<file path="config.mk">
export PLATFORM = sky130hd
export DESIGN_NAME = oreg_tx_serializer
export DESIGN_NICKNAME = d
export VERILOG_FILES = /design/src/rtl/oreg_tx_serializer.sv
export SDC_FILE = /design/constraint.sdc
export NUM_CORES = 1
export LEC_CHECK = 0
export CAP_MARGIN = 20
export CELL_PAD_IN_SITES_DETAIL_PLACEMENT = 0
export CELL_PAD_IN_SITES_GLOBAL_PLACEMENT = 1
export CORE_AREA = 2 2 55 96
export CTS_CLUSTER_SIZE = 20
export DETAILED_ROUTE_END_ITERATION = 7
export DIE_AREA = 0 0 57 98
export DONT_BUFFER_PORTS = 1
export GPL_ROUTABILITY_DRIVEN = 0
export PLACE_DENSITY_LB_ADDON = 0.1
export SLEW_MARGIN = 20
export SYNTH_ARGS = -nofsm -noshare
export SYNTH_HDL_FRONTEND = slang
export SYNTH_SLANG_ARGS = --single-unit
export TNS_END_PERCENT = 30
</file>
<file path="constraint.sdc">
create_clock -name clk -period 2.8 [get_ports clk]
set_input_delay 0.7 -clock clk [delete_from_list [all_inputs] [get_ports clk]]
set_output_delay 0.7 -clock clk [all_outputs]
set_load 0.05 [all_outputs]
</file>
<file path="src/rtl/oreg_tx_serializer.sv">
// rtl/oreg_tx_serializer.sv - captures output-register writes into a FIFO and sends each nibble as a serial frame
// Frame: start(0), 4 data bits LSB first, even parity, stop(1); each bit CLKS_PER_BIT cycles.
module oreg_tx_serializer #(
  parameter int CLKS_PER_BIT = 16,
  parameter int DEPTH        = 4
) (
  input  logic                       clk,
  input  logic                       sync_reset,
  input  logic                       o_reg_wr,
  input  logic [3:0]                 o_reg,
  output logic                       tx,
  output logic                       busy,
  output logic                       full,
  output logic                       empty,
  output logic [$clog2(DEPTH):0]     fifo_count,
  output logic                       overflow
);

  localparam int PTR_W  = $clog2(DEPTH);
  localparam int CNT_W  = PTR_W + 1;
  localparam int BAUD_W = 8;

  typedef enum logic [2:0] {
    IDLE,
    START,
    DATA,
    PARITY,
    STOP
  } state_t;

  logic [3:0]        mem [DEPTH];
  logic [PTR_W-1:0]  wr_ptr_q, rd_ptr_q;
  logic [CNT_W-1:0]  count_q, count_d;
  logic              full_q, empty_q, overflow_q;

  state_t            state_q, state_d;
  logic [BAUD_W-1:0] baud_q, baud_d;
  logic [1:0]        bit_q, bit_d;
  logic [3:0]        shift_q, shift_d;
  logic              par_q, par_d;
  logic              tx_q, tx_d;

  logic              pop, push, drop, baud_end;

  // A full FIFO still takes a write when the FSM pops on the same edge.
  assign pop      = (state_q == IDLE) && !empty_q;
  assign push     = o_reg_wr && (!full_q || pop);
  assign drop     = o_reg_wr && full_q && !pop;
  assign baud_end = (baud_q == BAUD_W'(CLKS_PER_BIT - 1));

  always_comb begin
    count_d = count_q;
    if (push && !pop)
      count_d = count_q + CNT_W'(1);
    else if (pop && !push)
      count_d = count_q - CNT_W'(1);
  end

  always_comb begin
    state_d = state_q;
    baud_d  = baud_q;
    bit_d   = bit_q;
    shift_d = shift_q;
    par_d   = par_q;
    tx_d    = tx_q;
    case (state_q)
      IDLE: begin
        tx_d   = 1'b1;
        baud_d = '0;
        if (pop) begin
          shift_d = mem[rd_ptr_q];
          par_d   = ^mem[rd_ptr_q];
          state_d = START;
          tx_d    = 1'b0;
        end
      end
      START: begin
        if (baud_end) begin
          baud_d  = '0;
          bit_d   = 2'd0;
          state_d = DATA;
          tx_d    = shift_q[0];
        end else begin
          baud_d = baud_q + BAUD_W'(1);
        end
      end
      DATA: begin
        if (baud_end) begin
          baud_d  = '0;
          shift_d = {1'b0, shift_q[3:1]};
          if (bit_q == 2'd3) begin
            state_d = PARITY;
            tx_d    = par_q;
          end else begin
            bit_d = bit_q + 2'd1;
            tx_d  = shift_q[1];
          end
        end else begin
          baud_d = baud_q + BAUD_W'(1);
        end
      end
      PARITY: begin
        if (baud_end) begin
          baud_d  = '0;
          state_d = STOP;
          tx_d    = 1'b1;
        end else begin
          baud_d = baud_q + BAUD_W'(1);
        end
      end
      STOP: begin
        if (baud_end) begin
          baud_d  = '0;
          state_d = IDLE;
          tx_d    = 1'b1;
        end else begin
          baud_d = baud_q + BAUD_W'(1);
        end
      end
      default: begin
        state_d = IDLE;
        baud_d  = '0;
        tx_d    = 1'b1;
      end
    endcase
  end

  always_ff @(posedge clk) begin
    if (sync_reset) begin
      state_q <= IDLE;
      baud_q  <= '0;
      bit_q   <= '0;
      shift_q <= '0;
      par_q   <= 1'b0;
      tx_q    <= 1'b1;
    end else begin
      state_q <= state_d;
      baud_q  <= baud_d;
      bit_q   <= bit_d;
      shift_q <= shift_d;
      par_q   <= par_d;
      tx_q    <= tx_d;
    end
  end

  always_ff @(posedge clk) begin
    if (sync_reset) begin
      wr_ptr_q   <= '0;
      rd_ptr_q   <= '0;
      count_q    <= '0;
      full_q     <= 1'b0;
      empty_q    <= 1'b1;
      overflow_q <= 1'b0;
    end else begin
      if (push)
        wr_ptr_q <= wr_ptr_q + PTR_W'(1);
      if (pop)
        rd_ptr_q <= rd_ptr_q + PTR_W'(1);
      if (drop)
        overflow_q <= 1'b1;
      count_q <= count_d;
      full_q  <= (count_d == CNT_W'(DEPTH));
      empty_q <= (count_d == '0);
    end
  end

  // Storage needs no reset; the pointers define what is valid.
  always_ff @(posedge clk) begin
    if (push && !sync_reset)
      mem[wr_ptr_q] <= o_reg;
  end

  assign tx         = tx_q;
  assign busy       = (state_q != IDLE);
  assign full       = full_q;
  assign empty      = empty_q;
  assign fifo_count = count_q;
  assign overflow   = overflow_q;

endmodule

</file>
# Word level (Yosys, flattened, before mapping)
# Memory sizes are Yosys's and may differ from the RTL's. A register that Yosys moved wholly into a read port is not among the register bits.
# Cells that the tools add are included.
[op_classes] n_addsub=6 eq_ne=15 n_mux=26 n_bitwise=1 n_reduce_logical=27
[op_table] op="2-to-1 mux 3 bit" count=8
[op_table] op="one-hot mux 3 bit (5 select lines)" count=1
[op_table] op="!= test 2 bit, second input constant" count=7
[op_table] op="2-to-1 mux 2 bit" count=5
[op_table] op="adder 8 x 1 -> 8 bit, second input constant" count=1
[op_table] op="== test 8 x 4 -> 1 bit, second input constant" count=1
[op_table] op="2-to-1 mux 4 bit" count=2
[op_table] op="one-hot mux 4 bit (2 select lines)" count=1
[op_table] op="logical AND 1 bit" count=7
[op_table] op="2-to-1 mux 1 bit" count=7
[op_table] op="adder 2 x 1 -> 2 bit, second input constant" count=3
[op_table] op="== test 3 x 2 -> 1 bit, second input constant" count=2
[op_table] op="== test 3 bit, second input constant" count=2
[op_table] op="zero test 3 bit" count=2
[op_table] op="AND reduction 3 bit" count=2
[op_table] op="AND reduction 6 bit" count=1
[op_table] op="zero test 1 bit" count=5
[op_table] op="one-hot mux 1 bit (4 select lines)" count=1
[op_table] op="one-hot mux 2 bit (2 select lines)" count=1
[op_table] op="AND reduction 4 bit" count=1
[op_table] op="nonzero test 2 bit" count=2
[op_table] op="OR reduction 4 bit" count=1
[op_table] op="parity 4 bit" count=1
[op_table] op="adder 3 x 1 -> 3 bit, second input constant" count=1
[op_table] op="other kinds (10)" count=10
[totals] register_bits=29 ramBits=16 in_bits=7 word_cells=88 mem_count=1
[mem_list] name="mem" words=4 width=4 read_ports=1 rd_ports_with_merged_regs=1 write_ports=1 line_no="31" rtl="logic [3:0] mem [DEPTH];"

# Longest topological paths before layout
[logic_depth] word_depth=9 ltp_mapped=7 mapped_depth_nobuf=7

# Least setup slack after synthesis
# OpenSTA, ideal clock, no wires.
[synth_timing] kind="register to register" start="register count_q[0], in the netlist fifo_count[0]" end="register empty_q, in the netlist empty" setup_time_ps=129 arrival_time_ps=1882 setup_slack_ps=790 path_stages_with_launch=7 path_buffers=0 synth_period_minus_slack_ps=2010 path_cell_list="dfxtp_1 -> inv_1 -> ha_1 -> inv_1 -> or3_1 -> a311oi_1 -> nor3_1"
[synth_between] elab_chain_cells=4
[synth_lines] element="start: declaration" line_no="33" rtl="logic [CNT_W-1:0] count_q, count_d;"
[synth_lines] element="start signal: assignment" line_no="161" rtl="count_q <= count_d;"
[synth_lines] element="subtractor 3 x 1 -> 3 bit" line_no="56" rtl="count_d = count_q - CNT_W'(1);"
[synth_lines] element="2-to-1 mux 3 bit" line_no="55" rtl="else if (pop && !push)"
[synth_lines] element="2-to-1 mux 3 bit (*)" line_no="53" rtl="if (push && !pop)"
[synth_lines] element="zero test 3 bit (*)" line_no="163" rtl="empty_q <= (count_d == '0);"
[synth_lines] element="end signal: assignment" line_no="163"
[synth_lines] element="end: declaration" line_no="34" rtl="logic full_q, empty_q, overflow_q;"
# Every way passes the cells marked *; elsewhere a longest branch is shown, timed or not.
# A chain may end at the register's enable or synchronous reset.

# Final worst setup path
[layout_timing] start="register state_q[1]" end="output busy"
[layout_between] elab_chain_cells=1
[layout_lines] element="start: declaration" line_no="36" rtl="state_t state_q, state_d;"
[layout_lines] element="start signal: assignment" line_no="137" rtl="state_q <= state_d;"
[layout_lines] element="nonzero test 3 bit" line_no="174" rtl="assign busy = (state_q != IDLE);"
[layout_lines] element="end: declaration" line_no="12" rtl="output logic busy,"
# Every way passes these cells.

==> impl_results.md <==
* Status: complete, no violations
* IO Port Bufs at 0
* First-pass GRT wire length at 6.38 mm
* Nets at 205
* Post-Place Cells at 237
* Slowest cell on the critical path: dfxtp_1
* Syn_nets at 203
* Synth cell types at 42
* Num ports at 15
* Post-synth EDFFs at 16
* ANT nets after route at 0
* Critical path class: reg2out
* Postcts setup bufs at 0
* Final Skew at 0.00661 ns
* Fin cells at 245
* Reg2reg start: state_q[1]
* Starting density of the core at 43.0%
* Period utilization at 77.2%
* Final Hold Vio Count at 0
* Die area at 5590 µm²
* GRT Residual Overflow at 0
* Final Max Slew Viols at 0
* Main synth FF type: dfxtp_1
* MaxCap Viol Count at 0
* Crit path launch: state_q[1]
* Clock root buffer: clkbuf_8
* Startpoint types: flip-flop
* Skew-Pair Late Insertion Delay at 0.29 ns
* FF+latch count, synth at 47
* Critical Path AT at 1.46 ns
* DIE HEIGHT at 98 µm
* DRT iter0 DRCs at 54
* Hpwl dp at 2.84 mm
* Slew Limit Headroom at 56.1%
* CP peak stage delay at 0.59 ns
* Async set-reset flop share out of synthesis at 0%
* Core ar. at 4850 µm²
* CP bufs+invs at 0
* RR Endpoint: baud_q[5]
* Tot GR Track Use at 15.0%
* Top Layer Used: met4
* Synthesized area at 2080 µm²
* Fmax at 463 MHz
* Via density at 5.51
* RSZ-0062 raised after global routing: no
* HP Start: baud_q[0]
* Cts bufs inserted at 5
* # diodes at 0
* Metal1 wirelength at 1.52 mm
* Die Span X at 57 µm
* CTS clk-pin slew, worst paths at 0.08 ns
* Clk sinks at 47
* Met3 Wirelength at 172 µm
* Power per Cell Area at 877 nW/µm²
* TritonRoute pass-1 iters at 5
* Crit path capture: busy
* # rows at 34
* Critical Path RT at 2.10 ns
* CTS tree: yes
* Final setup fails at 0
* Hold Crit Class: reg2reg
* Layout cells sized above 1 at 12.0%
* DRC at 0
* Via count at 1,351
* Post-Syn Instances at 188
* R2r worst-path depth at 4
* Total routed wirelength at 3.80 mm
* Crit end category: output pin
* Vias in the first global route at 1,389
* Met2 wire len at 2.02 mm
* Critical-path maximum fanout at 13
* Synth top area share at 29.8%
* Synth warn at 0
* Cell count along the critical path at 1
* Synth area leader: dfxtp_1
* Worst path top cell family by delay: flip-flops
* Crit path time final at 2.16 ns
* Sequential element share of the synthesized area at 52.8%
* Worst slew pin tran at 0.658 ns
* Top cells by area, synth: dfxtp_1 (30%), edfxtp_1 (23%), ha_1 (4.8%)
* Routed len/inst at 15.5 µm
* H-tree Lvls at 2
* Count leader, synth: dfxtp_1
* VDD IR-drop max at 0.695 mV
* Avg Inst Size Synth at 11.1 µm²
* TNS Setup at 0 ns
* CTS Hold Buffers Added at 0
* Clock Tree Buf Depth at 2
* # fillers at 461
* CP Cell Sequence: or3_1
* Fin util at 45.7%
* LEAKAGE at 0.819 nW
* Synth-to-Final Area Change at 6.30%
* Reg-to-reg setup timing slack at 0.71 ns
* Post-CTS Resized at 0
* Initial antenna violation count at 0
* Fin Hold WS at 0.442 ns
* Pin count of the biggest net entering global routing at 23
* Synth top cells by count: dfxtp_1 (31), nor2_1 (25), edfxtp_1 (16)
[where the power goes]
group          switching (mW)  internal, mW
combinational           0.320         0.262
clock                   0.216         0.172
sequential              0.165         0.808
[routing by layer]
layer / vias up / global-route usage, %
li1: 664 / -
met1: 643 / 15.6
met2: 36 / 26.3
met3: 8 / 4.11
met4: 0 / 8.77
met5: - / 0
[worst min-delay path by stage]
stage / to / slack (ns) / depth (start not counted)
after floorplan: baud_q[0] / 0.41 / 1
after global placement: baud_q[0] / 0.43 / 1
after detailed placement: baud_q[0] / 0.43 / 1
after CTS: baud_q[0] / 0.45 / 1
after global routing: rd_ptr_q[0] / 0.45 / 1
final: baud_q[0] / 0.44 / 1
[cells in the final DEF (no fill, tap or decap), types with 2 or more instances in the layout]
cell type,Yosys,layout
nor3_1,4,4
and2_1,4,4
xor2_1,8,8
o31ai_1,2,2
and3_1,4,4
a22oi_1,2,2
mux2i_1,4,4
buf_4,1,2
nand4b_1,2,2
nand3_1,8,8
nand2_1,8,8
nand2b_1,2,2
nor3_2,2,2
mux2_2,3,3
xnor2_1,6,6
ha_1,8,8
or3_1,2,2
edfxtp_1,16,16
o21ai_0,2,2
nor2_1,25,25
or2_2,2,2
nor2b_1,3,3
a211oi_1,2,2
a21oi_1,7,7
clkbuf_8,0,5
inv_1,7,7
dfxtp_1,31,31
mux4_2,4,4
[final cells by class]
class	count	area (µm²)	area share [%]
clock inverters	2	8.76	0.395
inverters	7	26.3	1.19
clock buffers	6	72.6	3.27
well taps	54	67.6	3.05
multi-input cells	127	925	41.7
repair buffers	2	15.0	0.678
flip-flops and latches	47	1100	49.7
[state kept, by name, indices dropped and copies added, names as in the netlist, 2 cells and up, named ones only]
name and cells:
wr_ptr_q 2, fifo_count 3, shift_q 4, state_q 3, baud_q 8, bit_q 2, rd_ptr_q 2, mem 16
[cells by family after synthesis]
kind of cell / after synthesis / synth area share (%)
AND/OR/NAND/NOR: 73 / 19.3
buffers and inverters: 14 / 2.82
flip-flops: 47 / 52.8
adder cells (fa/ha/maj): 8 / 4.80
XOR/XNOR: 14 / 5.88
multiplexers: 11 / 7.86
AO/OA/AOI/OAI: 21 / 6.48
[worst register-to-register path: cells and delay by family (launching register included)]
kind | cells | cell delay [ns]
and+or+nand+nor | 4 | 1.45
DFF | 1 | 0.59
[through the flow]
step,setup WS (ns),power (mW),instance area (µm²)
2_1_floorplan,0.790,1.46,2080
3_3_place_gp,0.752,1.56,2130
3_5_place_dp,0.709,1.58,2130
4_1_cts,0.637,1.97,2220
5_1_grt,0.561,2.07,2220
6_report,0.639,1.94,2220
(Power assumes the default switching activity.)
